<file path="src/rtl/la_multichannel_readback_if.sv">
// la_multichannel_readback_if: pod pointer, DRAM request/return and host stream signals of the readback engine
interface la_multichannel_readback_if #(
  parameter int ROW_BITS = 22
);
  logic flush_done;
  logic [ROW_BITS:0] read_rows;
  logic ptr_rd_en;
  logic [3:0] ptr_rd_addr;
  logic [28:0] ptr_rd_data;
  logic ram_addr_rd_en;
  logic [28:0] ram_addr_rd_data;
  logic [7:0] ram_addr_rd_size;
  logic ram_rd_data_start;
  logic ram_rd_data_valid;
  logic [127:0] ram_rd_data;
  logic out_valid;
  logic [127:0] out_data;
  logic [3:0] out_channel;
  logic out_first;
  logic out_last;
  logic busy;
  logic done;
  logic rsp_error;
  modport master (
    input flush_done, read_rows, ptr_rd_data, ram_addr_rd_en, ram_rd_data_start, ram_rd_data_valid, ram_rd_data,
    output ptr_rd_en, ptr_rd_addr, ram_addr_rd_data, ram_addr_rd_size, out_valid, out_data, out_channel,
    output out_first, out_last, busy, done, rsp_error
  );
  modport slave (
    output flush_done, read_rows, ptr_rd_data, ram_addr_rd_en, ram_rd_data_start, ram_rd_data_valid, ram_rd_data,
    input ptr_rd_en, ptr_rd_addr, ram_addr_rd_data, ram_addr_rd_size, out_valid, out_data, out_channel,
    input out_first, out_last, busy, done, rsp_error
  );
endinterface

</file>
<file path="src/rtl/la_multichannel_readback.sv">
// la_multichannel_readback: walks each channel ring oldest-first, queues DRAM row reads and tags returned beats
module la_multichannel_readback #(
  parameter int NUM_CHANNELS = 8,
  parameter int ROW_BITS = 22,
  parameter int BURST_BEATS = 1,
  parameter int MAX_OUTSTANDING = 16
) (
  input logic clk_ram_2x,
  input logic rst,
  la_multichannel_readback_if.master bus
);
  localparam int AW = $clog2(MAX_OUTSTANDING);
  localparam int LW = ROW_BITS + 2;
  localparam int BW = ROW_BITS + 2 + $clog2(BURST_BEATS);
  localparam int RW = $clog2(BURST_BEATS) + 1;
  localparam logic [7:0] MAX_O = 8'(MAX_OUTSTANDING);
  localparam logic [3:0] LAST_CH = 4'(NUM_CHANNELS - 1);
  localparam logic [ROW_BITS:0] ONE_ROW = (ROW_BITS + 1)'(1);
  localparam logic [LW-1:0] ROW_STEP = LW'(4);
  localparam logic [LW-1:0] ROW_MASK = ~LW'(3);
  typedef enum logic [2:0] {IDLE, PTR_REQ, PTR_WAIT, ISSUE, DRAIN} state_t;
  state_t state, state_n;
  logic [3:0] ch, rch;
  logic [28:0] addr;
  logic [28:0] mem [MAX_OUTSTANDING];
  logic [AW-1:0] wp, rp;
  logic [7:0] count, outstanding;
  logic [ROW_BITS:0] rows_cfg, rows_left;
  logic [BW-1:0] rbeat, last_beat;
  logic [RW-1:0] burst_rem;
  logic start, push, pop, bad, acc, dec, drained, done_n, is_last;
  assign start = bus.flush_done && bus.read_rows != '0;
  assign pop = bus.ram_addr_rd_en && count != 8'd0;
  assign drained = outstanding == 8'd0 && burst_rem == '0;
  assign bad = bus.ram_rd_data_valid && drained;
  assign acc = bus.ram_rd_data_valid && !bad;
  assign dec = acc && bus.ram_rd_data_start && outstanding != 8'd0;
  assign last_beat = BW'(rows_cfg) * BW'(BURST_BEATS) - BW'(1);
  assign is_last = rbeat == last_beat;
  assign bus.ptr_rd_en = state == PTR_REQ;
  assign bus.ptr_rd_addr = bus.ptr_rd_en ? ch : '0;
  assign bus.busy = state != IDLE;
  assign bus.ram_addr_rd_data = count != 8'd0 ? mem[rp] : '0;
  assign bus.ram_addr_rd_size = count;
  always_comb begin
    state_n = state;
    push = 1'b0;
    done_n = 1'b0;
    case (state)
      IDLE: begin
        state_n = start ? PTR_REQ : IDLE;
        done_n = bus.flush_done && bus.read_rows == '0;
      end
      PTR_REQ: state_n = PTR_WAIT;
      PTR_WAIT: state_n = ISSUE;
      ISSUE: begin
        push = outstanding < MAX_O;
        if (push && rows_left == ONE_ROW) state_n = ch == LAST_CH ? DRAIN : PTR_REQ;
      end
      DRAIN: begin
        done_n = drained;
        state_n = drained ? IDLE : DRAIN;
      end
      default: state_n = IDLE;
    endcase
  end
  always_ff @(posedge clk_ram_2x or posedge rst)
    if (rst) state <= IDLE;
    else state <= state_n;
  always_ff @(posedge clk_ram_2x or posedge rst)
    if (rst) begin
      ch <= '0;
      addr <= '0;
      rows_cfg <= '0;
      rows_left <= '0;
      bus.done <= 1'b0;
    end else begin
      bus.done <= done_n;
      if (state == IDLE && start) begin
        rows_cfg <= bus.read_rows;
        ch <= '0;
      end
      if (state == PTR_WAIT) begin
        addr <= {bus.ptr_rd_data[28:LW], (bus.ptr_rd_data[LW-1:0] & ROW_MASK) - {rows_cfg[ROW_BITS-1:0], 2'b00}};
        rows_left <= rows_cfg;
      end
      if (push) begin
        addr <= {addr[28:LW], addr[LW-1:0] + ROW_STEP};
        rows_left <= rows_left - ONE_ROW;
        ch <= rows_left == ONE_ROW ? ch + 4'd1 : ch;
      end
    end
  always_ff @(posedge clk_ram_2x)
    if (push) mem[wp] <= addr;
  always_ff @(posedge clk_ram_2x or posedge rst)
    if (rst) begin
      wp <= '0;
      rp <= '0;
      count <= '0;
      outstanding <= '0;
    end else begin
      wp <= wp + AW'(push);
      rp <= rp + AW'(pop);
      count <= count + 8'(push) - 8'(pop);
      outstanding <= outstanding + 8'(push) - 8'(dec);
    end
  always_ff @(posedge clk_ram_2x or posedge rst)
    if (rst) begin
      rch <= '0;
      rbeat <= '0;
      burst_rem <= '0;
      bus.rsp_error <= 1'b0;
      bus.out_valid <= 1'b0;
      bus.out_data <= '0;
      bus.out_channel <= '0;
      bus.out_first <= 1'b0;
      bus.out_last <= 1'b0;
    end else begin
      bus.out_valid <= acc;
      bus.rsp_error <= bus.rsp_error | bad;
      if (acc) begin
        bus.out_data <= bus.ram_rd_data;
        bus.out_channel <= rch;
        bus.out_first <= rbeat == '0;
        bus.out_last <= is_last;
        rbeat <= is_last ? '0 : rbeat + BW'(1);
        rch <= is_last ? rch + 4'd1 : rch;
      end
      if (dec) burst_rem <= RW'(BURST_BEATS - 1);
      else if (acc && burst_rem != '0) burst_rem <= burst_rem - RW'(1);
      if (state == IDLE && start) begin
        rch <= '0;
        rbeat <= '0;
      end
    end
endmodule
</file>
<file path="src/flat_wrapper.sv">
// flat-port wrapper written by rule: the top's interface ports become plain ports
module la_multichannel_readback_flat 
#(
  parameter int NUM_CHANNELS = 8,
  parameter int ROW_BITS = 22,
  parameter int BURST_BEATS = 1,
  parameter int MAX_OUTSTANDING = 16
)
  (clk_ram_2x, rst, bus_flush_done, bus_read_rows, bus_ptr_rd_data, bus_ram_addr_rd_en, bus_ram_rd_data_start, bus_ram_rd_data_valid, bus_ram_rd_data, bus_ptr_rd_en, bus_ptr_rd_addr, bus_ram_addr_rd_data, bus_ram_addr_rd_size, bus_out_valid, bus_out_data, bus_out_channel, bus_out_first, bus_out_last, bus_busy, bus_done, bus_rsp_error);
  la_multichannel_readback_if #(.ROW_BITS(ROW_BITS)) bus_i ();
  input logic clk_ram_2x;
  input logic rst;
  input wire logic [$bits(bus_i.flush_done)-1:0] bus_flush_done;
  input wire logic [$bits(bus_i.read_rows)-1:0] bus_read_rows;
  input wire logic [$bits(bus_i.ptr_rd_data)-1:0] bus_ptr_rd_data;
  input wire logic [$bits(bus_i.ram_addr_rd_en)-1:0] bus_ram_addr_rd_en;
  input wire logic [$bits(bus_i.ram_rd_data_start)-1:0] bus_ram_rd_data_start;
  input wire logic [$bits(bus_i.ram_rd_data_valid)-1:0] bus_ram_rd_data_valid;
  input wire logic [$bits(bus_i.ram_rd_data)-1:0] bus_ram_rd_data;
  output wire logic [$bits(bus_i.ptr_rd_en)-1:0] bus_ptr_rd_en;
  output wire logic [$bits(bus_i.ptr_rd_addr)-1:0] bus_ptr_rd_addr;
  output wire logic [$bits(bus_i.ram_addr_rd_data)-1:0] bus_ram_addr_rd_data;
  output wire logic [$bits(bus_i.ram_addr_rd_size)-1:0] bus_ram_addr_rd_size;
  output wire logic [$bits(bus_i.out_valid)-1:0] bus_out_valid;
  output wire logic [$bits(bus_i.out_data)-1:0] bus_out_data;
  output wire logic [$bits(bus_i.out_channel)-1:0] bus_out_channel;
  output wire logic [$bits(bus_i.out_first)-1:0] bus_out_first;
  output wire logic [$bits(bus_i.out_last)-1:0] bus_out_last;
  output wire logic [$bits(bus_i.busy)-1:0] bus_busy;
  output wire logic [$bits(bus_i.done)-1:0] bus_done;
  output wire logic [$bits(bus_i.rsp_error)-1:0] bus_rsp_error;
  assign bus_i.flush_done = bus_flush_done;
  assign bus_i.read_rows = bus_read_rows;
  assign bus_i.ptr_rd_data = bus_ptr_rd_data;
  assign bus_i.ram_addr_rd_en = bus_ram_addr_rd_en;
  assign bus_i.ram_rd_data_start = bus_ram_rd_data_start;
  assign bus_i.ram_rd_data_valid = bus_ram_rd_data_valid;
  assign bus_i.ram_rd_data = bus_ram_rd_data;
  assign bus_ptr_rd_en = bus_i.ptr_rd_en;
  assign bus_ptr_rd_addr = bus_i.ptr_rd_addr;
  assign bus_ram_addr_rd_data = bus_i.ram_addr_rd_data;
  assign bus_ram_addr_rd_size = bus_i.ram_addr_rd_size;
  assign bus_out_valid = bus_i.out_valid;
  assign bus_out_data = bus_i.out_data;
  assign bus_out_channel = bus_i.out_channel;
  assign bus_out_first = bus_i.out_first;
  assign bus_out_last = bus_i.out_last;
  assign bus_busy = bus_i.busy;
  assign bus_done = bus_i.done;
  assign bus_rsp_error = bus_i.rsp_error;
  la_multichannel_readback #(.NUM_CHANNELS(NUM_CHANNELS), .ROW_BITS(ROW_BITS), .BURST_BEATS(BURST_BEATS), .MAX_OUTSTANDING(MAX_OUTSTANDING)) u_core (.clk_ram_2x(clk_ram_2x), .rst(rst), .bus(bus_i));
endmodule
</file>
<file path="config.mk">
export PLATFORM = sky130hd
export DESIGN_NAME = la_multichannel_readback_flat
export DESIGN_NICKNAME = d
export VERILOG_FILES = /design/src/rtl/la_multichannel_readback_if.sv /design/src/rtl/la_multichannel_readback.sv /design/src/flat_wrapper.sv
export SDC_FILE = /design/constraint.sdc
export NUM_CORES = 1
export LEC_CHECK = 0
export ABC_AREA = 0
export CAP_MARGIN = 10
export CORE_MARGIN = 2
export CORE_UTILIZATION = 58
export CTS_BUF_LIST = sky130_fd_sc_hd__clkbuf_8
export CTS_CLUSTER_SIZE = 30
export DETAILED_ROUTE_END_ITERATION = 12
export GPL_TIMING_DRIVEN = 0
export PLACE_DENSITY = 0.83
export SETUP_SLACK_MARGIN = 0.3
export SYNTH_ARGS = -nofsm -noshare
export SYNTH_HDL_FRONTEND = slang
export SYNTH_SLANG_ARGS = --single-unit
</file>
<file path="constraint.sdc">
create_clock -name clk_ram_2x -period 9.6 [get_ports clk_ram_2x]
set_clock_uncertainty 0.05 [all_clocks]
set_input_delay 0.96 -clock clk_ram_2x [delete_from_list [all_inputs] [get_ports clk_ram_2x]]
set_output_delay 0.96 -clock clk_ram_2x [all_outputs]
set_load 0.03 [all_outputs]
</file>
Word level (Yosys, flattened, before mapping)
Memory sizes are Yosys's and may differ from the RTL's.
Cells that the tools add are included.
{"block": "totals", "mem_count": 1, "inputBits": 186, "output_inout_bits": 180, "elab_cells": 102, "mem_bits_rw": 464, "ff_bits": 272}
{"block": "classes", "reduce_logical": 28, "order_cmp": 1, "muxes": 26, "n_eq_ne": 9, "addsub": 14, "n_bitwise": 3}
{"memory": "u_core.mem", "depth": 16, "width": 29, "rd": 1, "rd_ports_with_merged_regs": 0, "write_ports": 1, "line_no": "la_multichannel_readback.sv:25", "source": "logic [28:0] mem [MAX_OUTSTANDING];"}
{"op": "$mux 24", "count": 5}
{"op": "$mux 23", "count": 2}
{"op": "$mux 29", "count": 1}
{"op": "$mux 4", "count": 7}
{"op": "$add 24x1->24 const B", "count": 1}
{"op": "$add 24x3->24 const B", "count": 1}
{"op": "$eq 24x24->1", "count": 1}
{"op": "$logic_not 24->1", "count": 1}
{"op": "$sub 23x1->24 const B", "count": 1}
{"op": "$sub 24x24->24", "count": 1}
{"op": "$eq 23x1->1 const B", "count": 1}
{"op": "$logic_not 23->1", "count": 1}
{"op": "$reduce_bool 23->1", "count": 1}
{"op": "$sub 23x1->23 const B", "count": 1}
{"op": "$add 8x1->8", "count": 2}
{"op": "$reduce_bool 8->1", "count": 2}
{"op": "$sub 8x1->8", "count": 2}
{"op": "$pmux 3 s5", "count": 1}
{"op": "$logic_and 1x1->1", "count": 11}
{"op": "$reduce_bool 2->1", "count": 5}
{"op": "$mux 3", "count": 3}
{"op": "$add 4x1->4", "count": 2}
{"op": "$add 4x1->4 const B", "count": 2}
{"op": "$logic_not 8->1", "count": 1}
{"op": "other kinds (16)", "count": 25}

Longest topological paths before layout
{"block": "logic_depth", "ltp_word": 8, "mapped_depth": 18, "depth_no_buf": 17}

Worst setup path after synthesis
OpenSTA, ideal clock, no wires.
{"block": "synth_path", "path_kind": "register -> register", "from": "register u_core.state[2]", "to": "memory u_core.mem[8][10], enable pin", "period_less_slack_ns": 4.376, "t_arrival_ns": 3.882, "setup_time_ns": 0.445, "slack_ns": 5.224, "path_stages_with_launch": 10, "path_buffers": 4, "required_time_ns": 9.105, "cell_sequence": "dfrtp_1 clkbuf_1 nand3b_1 or2_2 clkbuf_1 inv_1 clkbuf_1 clkbuf_1 nand3b_1 nor3_1"}
{"block": "synth_via", "elab_chain_len": 4}
{"element": "start: declaration", "line_no": "la_multichannel_readback.sv:22", "source": "state_t state, state_n;"}
{"element": "start signal: assignment", "line_no": "la_multichannel_readback.sv:69", "source": "else state <= state_n;"}
{"element": "$eq 3x2->1", "line_no": "la_multichannel_readback.sv:49", "source": "case (state)"}
{"element": "$mux 1", "line_no": "la_multichannel_readback.sv:49"}
{"element": "$mux 1", "line_no": "la_multichannel_readback.sv:94", "source": "if (push) mem[wp] <= addr;"}
{"element": "$mux 1 (implied by the code)", "line_no": "la_multichannel_readback.sv:94"}
{"element": "end: declaration", "line_no": "la_multichannel_readback.sv:25"}
Every way passes these cells.

Worst setup path in the final report
{"block": "layout_path", "from": "register u_core.rp[0]", "to": "output port bus_ram_addr_rd_data[18]"}
{"block": "layout_via", "elab_chain_len": 2}
{"element": "start: declaration", "line_no": "la_multichannel_readback.sv:26", "source": "logic [AW-1:0] wp, rp;"}
{"element": "start signal: assignment", "line_no": "la_multichannel_readback.sv:103", "source": "rp <= rp + AW'(pop);"}
{"element": "$mem_v2 16x29"}
{"element": "$mux 29", "line_no": "la_multichannel_readback.sv:43", "source": "assign bus.ram_addr_rd_data = count != 8'd0 ? mem[rp] : '0;"}
{"element": "end: declaration", "line_no": "flat_wrapper.sv:22", "source": "output wire logic [$bits(bus_i.ram_addr_rd_data)-1:0] bus_ram_addr_rd_data;"}
Every way passes these cells.

==> impl_results.rst <==
.. list-table::
   :header-rows: 1

   * - Metric
     - Value
   * - Final hold vios
     - 0
   * - Fraction of synthesis flops using an asynchronous set or reset pin
     - 38.5%
   * - Post-CTS sizing
     - 0
   * - Synthesized instance count
     - 2,230
   * - Starting DRC count in detailed routing
     - 1,950
   * - Core outline area
     - 51,500 µm²
   * - Most common cell after layout, fill and taps aside
     - nand2_1
   * - Initial antenna violation count
     - 7
   * - Synthesis-stage register bit count
     - 702
   * - Met3 routed wirelength
     - 6.74 mm
   * - Category of the worst setup path capture point
     - output port
   * - Routed met1 length
     - 30.1 mm
   * - Synthesis-to-layout area growth
     - 23.7%
   * - Delay-heaviest family, CP
     - buffers and inverters
   * - Average footprint of a synthesized cell
     - 13.6 µm²
   * - Number of levels the H-tree was split into
     - 3
   * - Total of hold buffers inserted after clock tree synthesis
     - 0
   * - Average routed wire per standard cell
     - 24.0 µm
   * - Detail-routed via count per cell
     - 6.01
   * - Worst setup SP type
     - flip-flop
   * - Sequential fraction of the synthesis area
     - 65.0%
   * - Post-CTS setup-driven buffer insertion count
     - 0
   * - WL final
     - 83.8 mm
   * - Count of flip-flops with a built-in enable after synthesis
     - 432
   * - Syn Std Cell Area
     - 30,400 µm²
   * - First-pass GRT wire length
     - 127 mm
   * - Total length of routed met2 wires
     - 43.3 mm
   * - Maximum vdd drop
     - 0.200 mV
   * - Number of DRC violations after detailed routing
     - 0
   * - Instance area at placement
     - 35,400 µm²
   * - CP max stage delay
     - 0.86 ns
   * - Maximum number of pins on one net before global-route repair
     - 118
   * - GRT Residual Overflow
     - 0
   * - Via count of the first global-routing pass
     - 21,942
   * - Path type of the worst setup path
     - reg -> out
   * - Clock transition at path regs
     - 0.06 ns
   * - Vias
     - 21,024
   * - Root cell of the clock tree
     - clkbuf_8
   * - Final critical delay including setup and external delays
     - 5.75 ns
   * - Total of fill cells in the finished design
     - 3,252
   * - Total setup violations reported at the end of the flow
     - 0
   * - Critical path peak fanout
     - 10
   * - Overall die width
     - 233 µm
   * - Max Cap Viol
     - 0
   * - Flop2flop setup slack
     - 4.70 ns
   * - Most used cells in the layout excluding fill and tap cells
     - nand2_1 (491), edfxtp_1 (432), clkdlybuf4s50_1 (361)
   * - Worst-Margin Slew
     - 1.23 ns
   * - Half-perimeter wire length after placement
     - 58.9 mm
   * - Pleak
     - 0.0145 µW
   * - Capturing point of the worst reg2reg path
     - u_core.mem[1][7]$_DFFE_PP_
   * - Longest Clk Path Bufs
     - 3
   * - Highest clock rate
     - 174 MHz
   * - Data arrival time at the worst-slack endpoint
     - 4.74 ns
   * - Highest routed metal layer
     - met5
   * - Final weighted congestion in routability-driven placement
     - 0.907
   * - Number of buffer and inverter stages on the critical path
     - 4
   * - Number of logic stages on the critical path including buffering
     - 7
   * - Total Power Consumption
     - 9550 µW
   * - Final worst slack
     - 3.85 ns
   * - Net total in the final layout
     - 2,973
   * - Run status
     - finished clean
   * - Pwr Density
     - 254 nW/µm²
   * - Post-route cell area
     - 37,500 µm²
   * - Overall track demand over capacity in global routing
     - 31.5%
   * - TritonCTS clock tree
     - built
   * - Hold Worst Slack
     - 0.419 ns
   * - Max stage delay cell, worst path
     - buf_1
   * - Startpoint of the lowest-slack register-to-register path
     - u_core.outstanding[4]$_DFF_PP0_
   * - Setup repair after global routing missed its margin
     - no
   * - Number of primary I/O pins
     - 366
   * - Post-synthesis cell type with the largest combined area
     - edfxtp_1
   * - Proportion of layout cells with a drive suffix above 1
     - 13.2%
   * - Hold endpoint
     - u_core.bus.out_data[9]$_DFFE_PP0P_
   * - Leading post-synthesis cells by cell area
     - edfxtp_1 (43%), dfrtp_1 (22%), mux4_2 (10%)
   * - Commonest register cell after synthesis
     - edfxtp_1
   * - Remaining antenna violation count
     - 0
   * - Standard-cell row count
     - 83
   * - Cell-by-cell listing of the critical path
     - clkbuf_1, buf_2, buf_1, mux4_2, mux4_2, nor2b_1, clkdlybuf4s50_1
   * - Cells on worst reg2reg path
     - 12
   * - Number of buffers inserted during clock tree synthesis
     - 109
   * - Worst skew pair latency
     - 0.76 ns
   * - Relative slew slack
     - 17.8%
   * - DRT Pass-1 Iters
     - 5
   * - Synthesis warning total
     - 0
   * - Max-slew violations
     - 0
   * - Post-place setup slack
     - 4.55 ns
   * - Yosys cell types
     - 77
   * - Count of input and output buffers
     - 361
   * - Critical path data required time
     - 8.59 ns
   * - Fin crit share
     - 59.9%
   * - CP most frequent cell
     - mux4_2
   * - Die Ht
     - 233 µm
   * - Instance count along the most critical hold path
     - 2
   * - Die area
     - 54,200 µm²
   * - Initial cell density of the core
     - 58.9%
   * - Type of the worst min-delay path
     - reg -> reg
   * - Number of clock sinks
     - 702
   * - Top cell type's share of synthesized area
     - 42.7%
   * - Worst Hold Launch
     - u_core.bus.out_data[9]$_DFFE_PP0P_
==> worst reg2reg max path, cell delays in order (launching register included) <==
cell and delay [ns]:
dfrtp_1 0.38, inv_1 0.09, ha_1 0.15, nand2_1 0.14
or2_2 0.33, clkbuf_1 0.22, inv_1 0.26, clkbuf_1 0.48
clkbuf_1 0.79, nand3b_1 0.49, nor3_2 0.78, buf_6 0.25
buf_6 0.18
==> cells by family (layout without fill, tap and decap cells) <==
family	Yosys count	count (layout)	share of synthesized area (%)
DFF	702	702	65.0
other	1	5	0.0124
and+or+nand+nor	823	823	12.0
xor gates and xnor gates	80	80	2.31
AOI/OAI and AO/OA	216	216	4.80
adders and majority gates	58	58	2.46
muxes	163	163	11.0
buffers and inverters	187	769	2.37
==> final cells by class <==
type	instances	area [µm²]	area share (%)
clock inverter	78	490	1.31
timing repair buffer	387	4100	10.9
inverter	79	304	0.810
sequential	702	19700	52.5
multi-input combinational	1342	10000	26.7
antenna	3	7.51	0.0200
tap	680	851	2.27
buffer	108	424	1.13
clock buffer	117	1610	4.29
==> sequential cells by signal, indices dropped and copies added (netlist names), 8 cells and up <==
signal,flops
u_core.addr,27
u_core.bus.out_data,128
u_core.bus.ram_addr_rd_size,8
u_core.mem,432
u_core.outstanding,8
u_core.rbeat,24
u_core.rows_cfg,23
u_core.rows_left,23
==> cells in the mapped netlist (12+ instances only) <==
master,instances
xnor2_1,44
inv_1,79
clkbuf_1,87
mux4_2,135
and3_1,13
ha_1,55
nor2_1,103
buf_1,15
o21ai_0,36
nor3_1,32
a21o_1,13
and2_1,12
dfrtp_1,270
xor2_1,36
mux2_2,23
nand2_1,491
nand4_1,21
nand3_1,43
nor2b_1,37
o211ai_1,12
nor4_1,17
a21oi_1,65
edfxtp_1,432
==> worst max path at each step <==
stage,from,endpoint
global placement,rst,u_core.bus.out_data[87]$_DFFE_PP0P_
global route,u_core.rp[0]$_DFF_PP0_,bus_ram_addr_rd_data[18]
floorplan,rst,u_core.addr[10]$_DFFE_PP0P_
detailed placement,u_core.rp[0]$_DFF_PP0_,bus_ram_addr_rd_data[18]
CTS,u_core.rp[0]$_DFF_PP0_,bus_ram_addr_rd_data[18]
finish,u_core.rp[0]$_DFF_PP0_,bus_ram_addr_rd_data[18]
==> metrics by stage <==
step | TNS, ns | cells | utilization [%]
final | 0 | 3496 | 72.9
after global routing | 0 | 3495 | 72.9
after CTS | 0 | 3493 | 72.9
after detailed placement | 0 | 3298 | 68.8
after global placement | -655.08 | 3272 | 67.6
after floorplan | 0 | 2231 | -
==> routing by layer <==
layer	global-route usage, %	vias up
li1	-	9151
met1	37.8	10518
met2	54.6	1092
met3	7.10	253
met4	14.4	10
met5	0	-
==> power by group <==
group / internal [µW] / leakage, µW / switching (µW)
logic: 1420 / 0.00614 / 1730
clock network: 1240 / 0.00121 / 1190
registers: 3620 / 0.00711 / 350
Power figures use the tool's default switching activity.
